**config.mk**
```make
export PLATFORM = sky130hd
export DESIGN_NAME = systolic_array_ctrl
export DESIGN_NICKNAME = d
export VERILOG_FILES = /design/src/rtl/systolic_pkg.sv /design/src/rtl/systolic_deskew.sv /design/src/rtl/systolic_array_ctrl.sv
export SDC_FILE = /design/constraint.sdc
export NUM_CORES = 1
export LEC_CHECK = 0
export CAP_MARGIN = 10
export CORE_UTILIZATION = 30
export CTS_BUF_LIST = sky130_fd_sc_hd__clkbuf_8
export DETAILED_ROUTE_END_ITERATION = 7
export PLACE_DENSITY = 0.7
export SETUP_SLACK_MARGIN = 0.1
export SYNTH_ARGS = -nofsm -noshare
export SYNTH_HDL_FRONTEND = slang
export SYNTH_SLANG_ARGS = --single-unit
```
**constraint.sdc**
```tcl
create_clock -name clk -period 3.05 [get_ports clk]
set_clock_uncertainty 0.05 [all_clocks]
set_input_delay 0.4575 -clock clk [delete_from_list [all_inputs] [get_ports clk]]
set_output_delay 0.4575 -clock clk [all_outputs]
set_load 0.02 [all_outputs]
```
**src/rtl/systolic_pkg.sv**
```systemverilog
// Shared definitions for the 2x2 FP16 systolic array controller.
//   FP16_W / FP16_ZERO : element width and the +0 pattern used for every idle drive
//   ARRAY_LAT_DEF      : default cycles from left1(x0) to down1(Y0) of the same row
//   PE11..PE22         : bit positions of each PE in the internal we/mux vectors
//   ctrl_state_t       : controller FSM states
package systolic_pkg;

    localparam int FP16_W = 16;
    localparam logic [FP16_W-1:0] FP16_ZERO = 16'h0000;

    localparam int ARRAY_LAT_DEF = 2;

    localparam int PE11   = 0;
    localparam int PE12   = 1;
    localparam int PE21   = 2;
    localparam int PE22   = 3;
    localparam int NUM_PE = 4;

    typedef enum logic [2:0] {
        IDLE   = 3'd0,
        LOAD0  = 3'd1,
        LOAD1  = 3'd2,
        STREAM = 3'd3,
        DRAIN  = 3'd4
    } ctrl_state_t;

endpackage

```
**src/rtl/systolic_deskew.sv**
```systemverilog
// Result capture for the systolic array: realigns the two column outputs of one
// activation row into a single result row.
//   clk, reset  : clock, synchronous active-high reset
//   row_issue   : a real activation row entered the array this cycle
//   down1/down2 : array column outputs (column 2 lags column 1 by one cycle)
//   y_valid     : registered; one pulse per issued row, in issue order
//   y_data      : {Y0, Y1}; zero when y_valid is low
module systolic_deskew
    import systolic_pkg::*;
#(
    parameter int DW        = FP16_W,
    parameter int ARRAY_LAT = ARRAY_LAT_DEF
) (
    input  logic            clk,
    input  logic            reset,
    input  logic            row_issue,
    input  logic [DW-1:0]   down1,
    input  logic [DW-1:0]   down2,
    output logic            y_valid,
    output logic [2*DW-1:0] y_data
);

    // vld_q[k] set: a real row was issued k+1 cycles ago. Bubbles shift in zeros,
    // so they never produce a result.
    logic [ARRAY_LAT:0] vld_q, vld_d;
    logic [DW-1:0]      hold_q, hold_d;
    logic               y_valid_q, y_valid_d;
    logic [2*DW-1:0]    y_data_q, y_data_d;

    always_comb begin
        vld_d     = {vld_q[ARRAY_LAT-1:0], row_issue};
        hold_d    = hold_q;
        y_valid_d = 1'b0;
        y_data_d  = '0;

        // Column 1 result is on down1 ARRAY_LAT cycles after issue.
        if (vld_q[ARRAY_LAT-1]) begin
            hold_d = down1;
        end

        // One cycle later column 2 arrives; pair it with the held column 1.
        if (vld_q[ARRAY_LAT]) begin
            y_valid_d = 1'b1;
            y_data_d  = {hold_q, down2};
        end
    end

    always_ff @(posedge clk) begin
        if (reset) begin
            vld_q     <= '0;
            hold_q    <= '0;
            y_valid_q <= 1'b0;
            y_data_q  <= '0;
        end else begin
            vld_q     <= vld_d;
            hold_q    <= hold_d;
            y_valid_q <= y_valid_d;
            y_data_q  <= y_data_d;
        end
    end

    assign y_valid = y_valid_q;
    assign y_data  = y_data_q;

endmodule

```
**src/rtl/systolic_array_ctrl.sv**
```systemverilog
// Host-side controller for the 2x2 FP16 systolic array.
// Loads a weight matrix once per job, streams activation rows with the one-cycle
// row-2 skew the array needs, and returns whole result rows Y[r] = X[r]*W.
//
// Handshakes: a transfer happens in a cycle where valid and ready are both high
// at the rising edge. Producers hold data stable while valid is high and not yet
// accepted; ready never depends on valid. y_valid has no ready: the sink must
// accept every result row in the cycle it is presented.
//
// Ports
//   clk, reset          : clock, synchronous active-high reset
//   w_valid/w_ready     : weight job {w11,w12,w21,w22} on w_data (w11 in msbs)
//   x_valid/x_ready     : activation row {x0,x1} on x_data (x0 in msbs); x_last ends job
//   y_valid/y_data      : result row {Y0,Y1}
//   done                : one-cycle pulse after the last result row of a job
//   top1/top2           : weight inputs to array columns
//   left1/left2         : activation inputs to array rows
//   we1..we4, mux1..mux4: per-PE weight latch / compute select (PE11,PE12,PE21,PE22)
//   down1/down2         : array column outputs
//   state_dbg           : current FSM state (ctrl_state_t encoding)
module systolic_array_ctrl
    import systolic_pkg::*;
#(
    parameter int DW        = FP16_W,
    parameter int ARRAY_LAT = ARRAY_LAT_DEF
) (
    input  logic            clk,
    input  logic            reset,
    input  logic            w_valid,
    output logic            w_ready,
    input  logic [4*DW-1:0] w_data,
    input  logic            x_valid,
    output logic            x_ready,
    input  logic [2*DW-1:0] x_data,
    input  logic            x_last,
    output logic            y_valid,
    output logic [2*DW-1:0] y_data,
    output logic            done,
    output logic [DW-1:0]   top1,
    output logic [DW-1:0]   top2,
    output logic [DW-1:0]   left1,
    output logic [DW-1:0]   left2,
    output logic            we1,
    output logic            we2,
    output logic            we3,
    output logic            we4,
    output logic            mux1,
    output logic            mux2,
    output logic            mux3,
    output logic            mux4,
    input  logic [DW-1:0]   down1,
    input  logic [DW-1:0]   down2,
    output logic [2:0]      state_dbg
);

    localparam logic [DW-1:0] ZERO = DW'(FP16_ZERO);

    // DRAIN keeps the array computing until the last row has left the deskew regs.
    localparam int DRAIN_CYCLES = ARRAY_LAT + 2;
    localparam int CNT_W        = (DRAIN_CYCLES > 2) ? $clog2(DRAIN_CYCLES) : 1;
    localparam logic [CNT_W-1:0] DRAIN_LAST = CNT_W'(DRAIN_CYCLES - 1);

    ctrl_state_t       state_q, state_d;
    logic [4*DW-1:0]   w_q, w_d;
    logic [DW-1:0]     x1_skew_q, x1_skew_d;
    logic              mux24_q, mux24_d;
    logic [CNT_W-1:0]  drain_cnt_q, drain_cnt_d;
    logic              done_q, done_d;

    logic [NUM_PE-1:0] we_vec;
    logic [NUM_PE-1:0] mux_vec;
    logic              w_hs;
    logic              x_hs;

    logic [DW-1:0] w11, w12, w21, w22;
    logic [DW-1:0] x0_in, x1_in;

    assign w11   = w_q[4*DW-1 -: DW];
    assign w12   = w_q[3*DW-1 -: DW];
    assign w21   = w_q[2*DW-1 -: DW];
    assign w22   = w_q[DW-1:0];
    assign x0_in = x_data[2*DW-1 -: DW];
    assign x1_in = x_data[DW-1:0];

    assign w_hs = w_valid & w_ready;
    assign x_hs = x_valid & x_ready;

    always_comb begin
        state_d     = state_q;
        w_d         = w_q;
        x1_skew_d   = ZERO;
        mux24_d     = 1'b0;
        drain_cnt_d = '0;
        done_d      = 1'b0;

        w_ready = 1'b0;
        x_ready = 1'b0;
        top1    = ZERO;
        top2    = ZERO;
        left1   = ZERO;
        left2   = ZERO;
        we_vec  = '0;
        mux_vec = '0;

        unique case (state_q)
            IDLE: begin
                // Held low during reset so every output reads 0 while reset is up.
                w_ready = ~reset;
                if (w_hs) begin
                    w_d     = w_data;
                    state_d = LOAD0;
                end
            end

            // Row-2 weights go out first; they ride the column pass-through
            // registers so they sit at PE21/PE22 when LOAD1 pulses we.
            LOAD0: begin
                top1    = w21;
                top2    = w22;
                state_d = LOAD1;
            end

            LOAD1: begin
                top1    = w11;
                top2    = w12;
                we_vec  = '1;
                state_d = STREAM;
            end

            STREAM: begin
                x_ready        = 1'b1;
                left2          = x1_skew_q;
                mux_vec[PE11]  = 1'b1;
                mux_vec[PE21]  = 1'b1;
                // Column 2 sees its first activation one cycle after column 1.
                mux_vec[PE12]  = mux24_q;
                mux_vec[PE22]  = mux24_q;
                mux24_d        = 1'b1;
                if (x_hs) begin
                    left1     = x0_in;
                    x1_skew_d = x1_in;
                    if (x_last) begin
                        state_d = DRAIN;
                    end
                end
            end

            DRAIN: begin
                left2       = x1_skew_q;
                mux_vec     = '1;
                mux24_d     = 1'b1;
                drain_cnt_d = drain_cnt_q + 1'b1;
                if (drain_cnt_q == DRAIN_LAST) begin
                    state_d     = IDLE;
                    done_d      = 1'b1;
                    drain_cnt_d = '0;
                    mux24_d     = 1'b0;
                end
            end

            default: begin
                state_d = IDLE;
            end
        endcase
    end

    always_ff @(posedge clk) begin
        if (reset) begin
            state_q     <= IDLE;
            w_q         <= '0;
            x1_skew_q   <= ZERO;
            mux24_q     <= 1'b0;
            drain_cnt_q <= '0;
            done_q      <= 1'b0;
        end else begin
            state_q     <= state_d;
            w_q         <= w_d;
            x1_skew_q   <= x1_skew_d;
            mux24_q     <= mux24_d;
            drain_cnt_q <= drain_cnt_d;
            done_q      <= done_d;
        end
    end

    systolic_deskew #(
        .DW        (DW),
        .ARRAY_LAT (ARRAY_LAT)
    ) u_deskew (
        .clk       (clk),
        .reset     (reset),
        .row_issue (x_hs),
        .down1     (down1),
        .down2     (down2),
        .y_valid   (y_valid),
        .y_data    (y_data)
    );

    assign we1  = we_vec[PE11];
    assign we2  = we_vec[PE12];
    assign we3  = we_vec[PE21];
    assign we4  = we_vec[PE22];
    assign mux1 = mux_vec[PE11];
    assign mux2 = mux_vec[PE12];
    assign mux3 = mux_vec[PE21];
    assign mux4 = mux_vec[PE22];

    assign done      = done_q;
    assign state_dbg = state_q;

endmodule

```
======== After elaboration in Yosys (flattened, before gate mapping) ========
Index checks and enable logic that the tools add are counted.
storage, ports and cells
  register bits ........................... 139
  bits of input ports ..................... 133
  output and inout port bits .............. 111
  word-level logic and storage cells ...... 53
operators by class
  add/subtract/negate cells ............... 1
  equal/unequal tests ..................... 9
  multiplexer cells ....................... 18
  bitwise operators ....................... 7
  reductions and logical operators ........ 8
operators by type and width
  cell                 count
  $pmux 16 s2          2
  $mux 16              3
  $pmux 3 s5           1
  $mux 3               4
  $pmux 4 s2           1
  $eq 3x2->1 const B   2
  $ne 2x2->1 const B   3
  $reduce_or 2->1      3
  $reduce_or 3->1      2
  $mux 1               5
  $not 1->1            5
  $mux 4               1
  $reduce_and 4->1     1
  $eq 3x1->1 const B   1
  $eq 3x3->1 const B   1
  $logic_not 3->1      1
  $add 2x1->2 const B  1
  $and 1x1->1          2
  $eq 2x2->1 const B   1
  $ne 2x1->1 const B   1
  $pmux 1 s2           1
  $reduce_and 2->1     1

======== Longest topological paths before layout ========
Gate-level depths: netlist of the first run.
  depth after elaboration ................. 5
  mapped depth ............................ 5

======== Cells and area by module ========
A second synthesis of the first run with hierarchy kept.
unflattened totals
  cells, all modules ...................... 421
  area total of the unflattened synthesis .. 4,956.0 um2
by module, submodules not included
  module               times used  cells an instance  area each (um2)  sequential area each (um2)
  systolic_array_ctrl  1           294                3,400.8          1,741.7
  systolic_deskew      1           127                1,555.2          1,041.0

======== Least setup slack after synthesis of the first run ========
OpenSTA, ideal clock, no wires.
  path kind ............................... register to output
  start ................................... register state_q[1], in the netlist state_dbg[1]
  end ..................................... output mux4
  data arrival time ....................... 1,803 ps
  setup slack ............................. 739 ps
  cell stages (with the launch flop) ...... 6
  path buffers ............................ 3
  path through ............................ dfxtp_1 > buf_4 > nand3b_1 > clkbuf_1 > o21ai_0 > buf_4
between the ends
  longest elaborated chain between the ends .. 2
  elaborated cells between the ends (all ways) .. 3
  classes of those cells .................. eq/ne (2); mux (1)
RTL lines
  item                                      RTL line                    text
  start: declaration                        systolic_array_ctrl.sv:63   ctrl_state_t state_q, state_d;
  start signal: assignment                  systolic_array_ctrl.sv:176  state_q <= state_d;
  $eq 3x3->1 or $eq 3x2->1 (tied branches)  systolic_array_ctrl.sv:105  unique case (state_q)
  $pmux 4 s2 (*)                            systolic_array_ctrl.sv:105
  end: declaration                          systolic_array_ctrl.sv:50   output logic mux4,
Mark *: on every way between the ends. The rest lies on a longest branch, timed or not.

======== Worst setup path in the final report of the first run ========
  start ................................... register state_q[2], in the netlist state_dbg[2]
  end ..................................... output left2[8]
between the ends
  longest elaborated chain between the ends .. 3
  elaborated cells between the ends (all ways) .. 4
  classes of those cells .................. eq/ne (2); mux (1); reduce/logical (1)
RTL lines
  item                                      RTL line                    text
  $eq 3x3->1 or $eq 3x2->1 (tied branches)  systolic_array_ctrl.sv:105
  $reduce_or 2->1 (no source line) (*)      -
  $mux 16 (*)                               systolic_array_ctrl.sv:105
  end: declaration                          systolic_array_ctrl.sv:42   output logic [DW-1:0] left2,
Marks and branches as above.

==> results.sh, run 1 <==
export IMPL_tns_ps=0
export IMPL_crit_required_ps=2540
export IMPL_tritoncts="done"
export IMPL_wirelength_um=15600
export IMPL_r2r_cells=4
export IMPL_fin_ws_ps=224
export IMPL_wl_per_cell_um=14.8
export IMPL_post_cts_buffers=0
export IMPL_std_cell_rows=50
export IMPL_vdd_ir_drop_max_uv=279
export IMPL_numCtsBuffers=17
export IMPL_grt_ovfl_total=0
export IMPL_grt_first_pass_wirelength_um=24300
export IMPL_die_h_um=142
export IMPL_p_int_w=0.00293
export IMPL_final_nets=915
export IMPL_path_max_fanout=18
export IMPL_start_util_pct=30.9
export IMPL_grt_usage_pct=15.7
export IMPL_power_density_mw_per_mm2=469
export IMPL_rsz0062_at_grt="yes"
export IMPL_dpl_worst_slack_ps=257
export IMPL_drt_pass1_iter_count=4
export IMPL_grt_max_degree=66
export IMPL_tightestPinTransition_ps=998
export IMPL_pwr_share_seq_pct=46.9
export IMPL_cp_num_cells=5
export IMPL_p_switching_w=0.00119
export IMPL_antennaDiodeCount=0
export IMPL_io_buffers=243
export IMPL_ant_nets=0
export IMPL_combPwrFrac_pct=17.3
export IMPL_pwr_share_clk_pct=35.9
export IMPL_mostFrequentLayoutCells="235 x clkdlybuf4s50_1, 138 x dfxtp_1, 67 x inv_1, 65 x nand2_1, 49 x o32ai_2"
export IMPL_synth_seq_area_share_pct=47.7
export IMPL_startpoint="state_dbg[2]"
export IMPL_finalCriticalPeriod_ps=2830
export IMPL_slowest_delay_ps=650
export IMPL_netlist_instances=565
export IMPL_antenna_found_initial=0
export IMPL_root_buffer="clkbuf_8"
export IMPL_avgViaCountPerCell=4.47
export IMPL_crit_type="reg -> out"
export IMPL_synth_area_per_cell_um2=10.3
export IMPL_crit_path_end_kind="output port"
export IMPL_area_growth_syn_to_layout_pct=50.7
export IMPL_maxSlewViolCount=0
export IMPL_post_route_period_util_pct=92.7
export IMPL_grt_pass1_vias=4639
export IMPL_cp_endpoint="left2[8]"
export IMPL_worstPathArrival_ps=2320
export IMPL_slowest_stage="clkdlybuf4s50_1"
export IMPL_crit_top_cell="buf_4"
export IMPL_p_sw_share_pct=28.9
export IMPL_reg2reg_from="state_dbg[1]"
export IMPL_synth_area_leaders="dfxtp_1 48%, o32ai_2 14%, and2_1 5.1%"
export IMPL_cap_violations=0
export IMPL_insertion_delay_ps=450
export IMPL_hp_class="reg -> reg"
export IMPL_timing_rr_end="w_q[27]"
export IMPL_yosysTopAreaCell="dfxtp_1"
export IMPL_pin_count=244
export IMPL_cts_clk_slew_worst_paths_ps=80
export IMPL_p_leak_nw=3.22
export IMPL_status="finished clean"
export IMPL_syn_cell_area_mm2=0.00584
export IMPL_dr_first_iter_drc_count=135
export IMPL_ys_seq_elements=139
export IMPL_clockBufferDepth=2
export IMPL_routabilityCongestion=0.688
export IMPL_r2r_setup_slack_ps=960
export IMPL_mostFrequentLayoutCell="clkdlybuf4s50_1"
export IMPL_dp_hpwl_um=9990
export IMPL_finalHoldViolCount=0
export IMPL_worst_hold_slack_ps=389
export IMPL_via_count=4714
export IMPL_startpoint_type="register"
export IMPL_synth_fp_nets=699
export IMPL_yosysUniqueCellTypes=35
export IMPL_die_area_mm2=0.0200
export IMPL_drive_above_1_share_pct=13.4
export IMPL_cts_htree_levels=4
export IMPL_crit_buf_inv=3
export IMPL_synth_top_area_share_pct=47.7
export IMPL_maxSlewHeadroom_pct=33.4
export IMPL_setup_violations_final=0
export IMPL_fmax_ghz=0.354
export IMPL_yosysWarnings=0
export IMPL_path_cells="buf_4 > nand3b_1 > buf_4 > a21boi_0 > clkdlybuf4s50_1"
export IMPL_coreArea_mm2=0.0189
export IMPL_cp_top_family="buffers and inverters"
export IMPL_cts_sinks=139
export IMPL_die_w_um=142
export IMPL_drc_errors=0
metal layers:
layer,routed length [um],GRT usage [%],vias up
li1,-,-,2360
met1,7080,19.0,2203
met2,7320,25.8,135
met3,994,5.70,16
met4,213,5.04,0
met5,0,0,-
flip-flops by register name, summed over array words and instances, names as in the netlist:
register and count:
x1_skew_q 16, w_q 64, u_deskew.y_valid 1, u_deskew.y_data 32, u_deskew.vld_q 3, drain_cnt_q 2
state_dbg 3, u_deskew.hold_q 16, mux24_q 1, done 1
kinds of logic after synthesis:
group	share of synthesized area (%)
AND/OR/NAND/NOR	15.6
buffers and inverters	10.3
flip-flops	47.7
adder cells (fa/ha/maj)	0.214
multiplexers	2.74
AO/OA/AOI/OAI	23.5
per-stage QoR:
| stage | util (%) | cells | cell area, um^2 | total power [W] |
|---|---|---|---|---|
| 2_1_floorplan | - | 565 | 5840 | 0.00239 |
| 3_5_place_dp | 44.4 | 1022 | 8390 | 0.00270 |
| 4_1_cts | 46.5 | 1054 | 8780 | 0.00420 |
| 6_report | 46.6 | 1054 | 8800 | 0.00412 |
| 5_1_grt | 46.6 | 1054 | 8800 | 0.00433 |
| 3_3_place_gp | 44.4 | 1022 | 8390 | 0.00269 |
timing repair:
item / in CTS / in global routing
gates resized for setup: 2 / 7
setup endpoints to repair: 34 / 26
pin swaps: 0 / 0
hold buffers: 0 / 0
power groups by stage:
stage	clock [W]	combinational (W)	sequential, W
2_1_floorplan	0	0.000423	0.00196
3_3_place_gp	0	0.000719	0.00197
3_5_place_dp	0	0.000722	0.00197
4_1_cts	0.00154	0.000725	0.00193
5_1_grt	0.00162	0.000766	0.00194
6_report	0.00148	0.000711	0.00193
cell type report:
type                       count  area, um^2
fill                        1824       10100
sequential                   139        2780
timing repair buffer         255        2570
multi-input combinational    301        2480
tap                          260         325
inverter                      67         251
clock buffer                  17         234
clock inverter                15         155
synthesized netlist by cell type:
cell,n
buf_1,4
nand3b_1,2
a21boi_0,16
nand4b_2,1
or4b_4,1
o21ai_0,1
nor3b_2,3
nor4_1,1
a22o_1,32
a21bo_2,1
and4_1,1
and2_1,48
nor2_1,19
nand2_1,65
inv_1,67
o22ai_1,1
and4b_1,2
o32ai_1,15
a211oi_1,1
dfxtp_1,139
o32ai_2,49
or3b_1,1
buf_6,11
nor2b_1,3
nor3_1,1
buf_4,9
a21oi_1,1
clkbuf_1,21
or4_4,1
buf_2,13
ha_1,1
nor3b_1,16
o21bai_1,1
mux2i_1,16
nor4b_2,1
how the worst min path moves through the flow:
| stage | slack [ps] | depth (start not counted) | end | from |
|---|---|---|---|---|
| 2_1_floorplan | 350 | 1 | drain_cnt_q[0] | drain_cnt_q[0] |
| 3_3_place_gp | 360 | 1 | drain_cnt_q[0] | drain_cnt_q[0] |
| 3_5_place_dp | 370 | 1 | drain_cnt_q[0] | drain_cnt_q[0] |
| 4_1_cts | 380 | 1 | drain_cnt_q[0] | drain_cnt_q[0] |
| 5_1_grt | 410 | 1 | drain_cnt_q[0] | drain_cnt_q[0] |
| 6_report | 390 | 1 | drain_cnt_q[0] | drain_cnt_q[0] |
(Power assumes the default switching activity.)
==> inputs of run 2 (changes only) <==
- CORE_UTILIZATION: 30 -> 45
- PLACE_DENSITY: 0.7 -> 0.95
- SYNTH_HIERARCHICAL: not set -> 1
==> run 2 against run 1 <==
Die area decreased by 43%. Worst setup slack better by 21 ps. Clock power grew 8%. Power decreased by 1.5%. Sequential share of layout area grew 4.5 points. Sequential power about the same. Count of clock-buffer cells in the layout stayed put. Critical path depth shrank 1. Maximum frequency grew 0.76%. Core utilization is 27 points higher. Critical path type unchanged. Critical endpoint unchanged.
==> results.sh, run 2 <==
export IMPL_hp_class="reg -> reg"
export IMPL_reg2reg_from="state_dbg[1]"
export IMPL_grt_max_degree=65
export IMPL_timing_rr_end="w_q[15]"
export IMPL_finalHoldViolCount=0
export IMPL_root_buffer="clkbuf_8"
export IMPL_path_cells="nand2b_1 > o21a_2 > nor2b_1 > clkdlybuf4s50_1"
export IMPL_drive_above_1_share_pct=7.41
export IMPL_ant_nets=0
export IMPL_dr_first_iter_drc_count=177
export IMPL_synth_common_cells="139 x dfxtp_1, 96 x a22o_1, 64 x and2_1"
export IMPL_avgViaCountPerCell=5.11
export IMPL_final_area_mm2=0.00772
export IMPL_grt_usage_pct=25.3
export IMPL_rsz0062_at_grt="no"
export IMPL_min_to="u_deskew/vld_q[1]"
export IMPL_worstPathArrival_ps=2300
export IMPL_crit_buf_inv=1
export IMPL_antenna_found_initial=0
export IMPL_numCtsBuffers=17
export IMPL_dpl_worst_slack_ps=236
export IMPL_synth_top_area_share_pct=56.1
export IMPL_via_count=4072
export IMPL_combPwrFrac_pct=12.8
export IMPL_clockBufferDepth=2
export IMPL_startpoint_type="register"
export IMPL_synth_edff_count=0
export IMPL_ys_seq_elements=139
export IMPL_dp_hpwl_um=9870
export IMPL_drc_errors=0
export IMPL_wl_per_cell_um=17.6
export IMPL_pwr_share_seq_pct=47.9
export IMPL_area_growth_syn_to_layout_pct=55.9
export IMPL_post_cts_buffers=0
export IMPL_drt_pass1_iter_count=5
export IMPL_maxSlewHeadroom_pct=34.5
export IMPL_yosysUniqueCellTypes=32
export IMPL_wirelength_um=14000
export IMPL_dr_wl_met3_um=1270
export IMPL_tightestPinTransition_ps=981
export IMPL_place_area_mm2=0.00728
export IMPL_synth_area_per_cell_um2=11.8
export IMPL_ys_flop_type="dfxtp_1"
export IMPL_grt_first_pass_wirelength_um=21800
export IMPL_vdd_ir_drop_max_uv=366
export IMPL_cts_htree_levels=4
export IMPL_tritoncts="done"
export IMPL_syn_cell_area_mm2=0.00496
export IMPL_finalCriticalPeriod_ps=2810
export IMPL_fmax_ghz=0.356
export IMPL_coreArea_mm2=0.0105
export IMPL_fin_ws_ps=245
export IMPL_layout_cells_non_filler=797
export IMPL_start_util_pct=47.2
export IMPL_maxSlewViolCount=0
export IMPL_p_leak_nw=2.96
export IMPL_cts_hold_buf=0
export IMPL_r2r_cells=4
export IMPL_top_register="w_q"
export IMPL_p_switching_w=0.000976
export IMPL_m1WireLength_um=5110
export IMPL_placed_cells=766
export IMPL_pin_count=244
export IMPL_p_sw_share_pct=24.0
export IMPL_status="finished clean"
export IMPL_p_int_w=0.00309
export IMPL_post_route_period_util_pct=92.0
export IMPL_largest_reg_flops=64
export IMPL_tns_ps=0
export IMPL_mostFrequentLayoutCells="243 x clkdlybuf4s50_1, 136 x dfxtp_1, 96 x a22o_1, 64 x and2_1, 20 x nor2_1"
export IMPL_die_w_um=107
export IMPL_cts_clk_slew_worst_paths_ps=80
export IMPL_antennaDiodeCount=0
export IMPL_pwr_share_clk_pct=39.3
export IMPL_async_reset_ff_share_pct=0
export IMPL_routabilityCongestion=0.831
export IMPL_wl_met2_um=7320
export IMPL_slowest_stage="clkdlybuf4s50_1"
export IMPL_final_nets=783
export IMPL_setup_violations_final=0
export IMPL_insertion_delay_ps=440
export IMPL_netlist_instances=421
export IMPL_io_buffers=243
export IMPL_highest_layer="met4"
export IMPL_yosysTopAreaCell="dfxtp_1"
export IMPL_mostFrequentLayoutCell="clkdlybuf4s50_1"
export IMPL_cp_top_family="buffers and inverters"
export IMPL_synth_most_common_cell="dfxtp_1"
export IMPL_std_cell_rows=37
export IMPL_hp_start="u_deskew/vld_q[0]"
export IMPL_synth_area_leaders="dfxtp_1 56%, a22o_1 17%, and2_1 8.1%"
export IMPL_cap_violations=0
export IMPL_worstHoldPathCells=1
export IMPL_grt_ovfl_total=0
export IMPL_r2r_setup_slack_ps=1090
export IMPL_power_density_mw_per_mm2=526
export IMPL_slowest_delay_ps=660
export IMPL_yosysWarnings=6
export IMPL_crit_required_ps=2540
export IMPL_crit_path_end_kind="output port"
export IMPL_grt_pass1_vias=4301
export IMPL_synth_seq_area_share_pct=56.1
export IMPL_path_max_fanout=17
export IMPL_crit_type="reg -> out"
export IMPL_synth_fp_nets=555
export IMPL_die_h_um=107
export IMPL_cts_sinks=139
export IMPL_die_area_mm2=0.0114
==> run 2: cell types whose count changed in the layout (fill, tap and decap cells not counted), moves of 15 or more <==
cell	previous run	this run
o32ai_1	15	0
a21boi_0	16	0
o32ai_2	49	0
inv_1	67	3
nor2b_1	3	19
and2_1	48	64
nand2_1	65	2
a22o_1	32	96
nor3b_1	16	0
==> run 2: cell type report <==
| class | instances | area [um^2] |
|---|---|---|
| sequential | 139 | 2790 |
| fill | 688 | 2780 |
| timing repair buffer | 248 | 2490 |
| multi-input combinational | 240 | 1840 |
| clock buffer | 17 | 234 |
| clock inverter | 14 | 195 |
| tap | 136 | 170 |
| inverter | 3 | 11.3 |
==> run 2: worst max path at each step <==
stage                            start  endpoint  slack, ps  cells after the start
after global placement         x_valid  left1[2]        330                      4
after floorplan           state_dbg[1]      mux3        980                      5
after detailed placement       x_valid  left1[7]        240                      4
after global routing      state_dbg[2]  left1[7]        130                      4
final                     state_dbg[0]  left2[8]        240                      4
after CTS                 state_dbg[0]   top1[9]        110                      4
==> run 2: worst register-to-register path: cells and delay by family (launching register included) <==
family	cells	cell delay, ps
simple gates	2	700
compound gates	1	210
buf+inv	1	460
flops	1	480
==> run 2: power groups by stage <==
| stage | Sequential, W | Clock (W) | Combinational [W] |
|---|---|---|---|
| finish | 0.00195 | 0.00160 | 0.000520 |
| global route | 0.00195 | 0.00173 | 0.000553 |
| CTS | 0.00194 | 0.00163 | 0.000522 |
| detailed placement | 0.00198 | 0 | 0.000517 |
| global placement | 0.00198 | 0 | 0.000506 |
| floorplan | 0.00196 | 0 | 0.000271 |
==> run 2: repair_timing <==
action                     4_1_cts  5_1_grt
setup endpoints to repair       72       64
pin swaps                        0        0
resized for setup                4        4
==> run 2: through the flow <==
step	power [W]	util, %	hold slack (ps)
after floorplan	0.00224	-	349
after global placement	0.00248	69.3	357
after detailed placement	0.00250	69.3	382
after CTS	0.00410	73.4	400
after global routing	0.00423	73.5	413
final	0.00406	73.5	396
==> run 2: metal layers <==
| layer | track usage, % | up-vias |
|---|---|---|
| met5 | 0 | - |
| met4 | 11.4 | 0 |
| met3 | 11.3 | 33 |
| met2 | 45.1 | 193 |
| met1 | 25.2 | 1917 |
| li1 | - | 1929 |
==> run 2: cell families after synthesis <==
kind of cell	Yosys count	share of synthesized area, %
muxes	16	3.23
and+or+nand+nor	121	15.2
buffers and inverters	42	7.25
adders and majority gates	1	0.252
AOI/OAI and AO/OA	102	17.9
DFF	139	56.1
==> inputs of run 3 (changes only) <==
- SKIP_LAST_GASP: not set -> 1
==> results of run 3 <==
The final DEF is identical to that of run 2; final timing and power are the same.
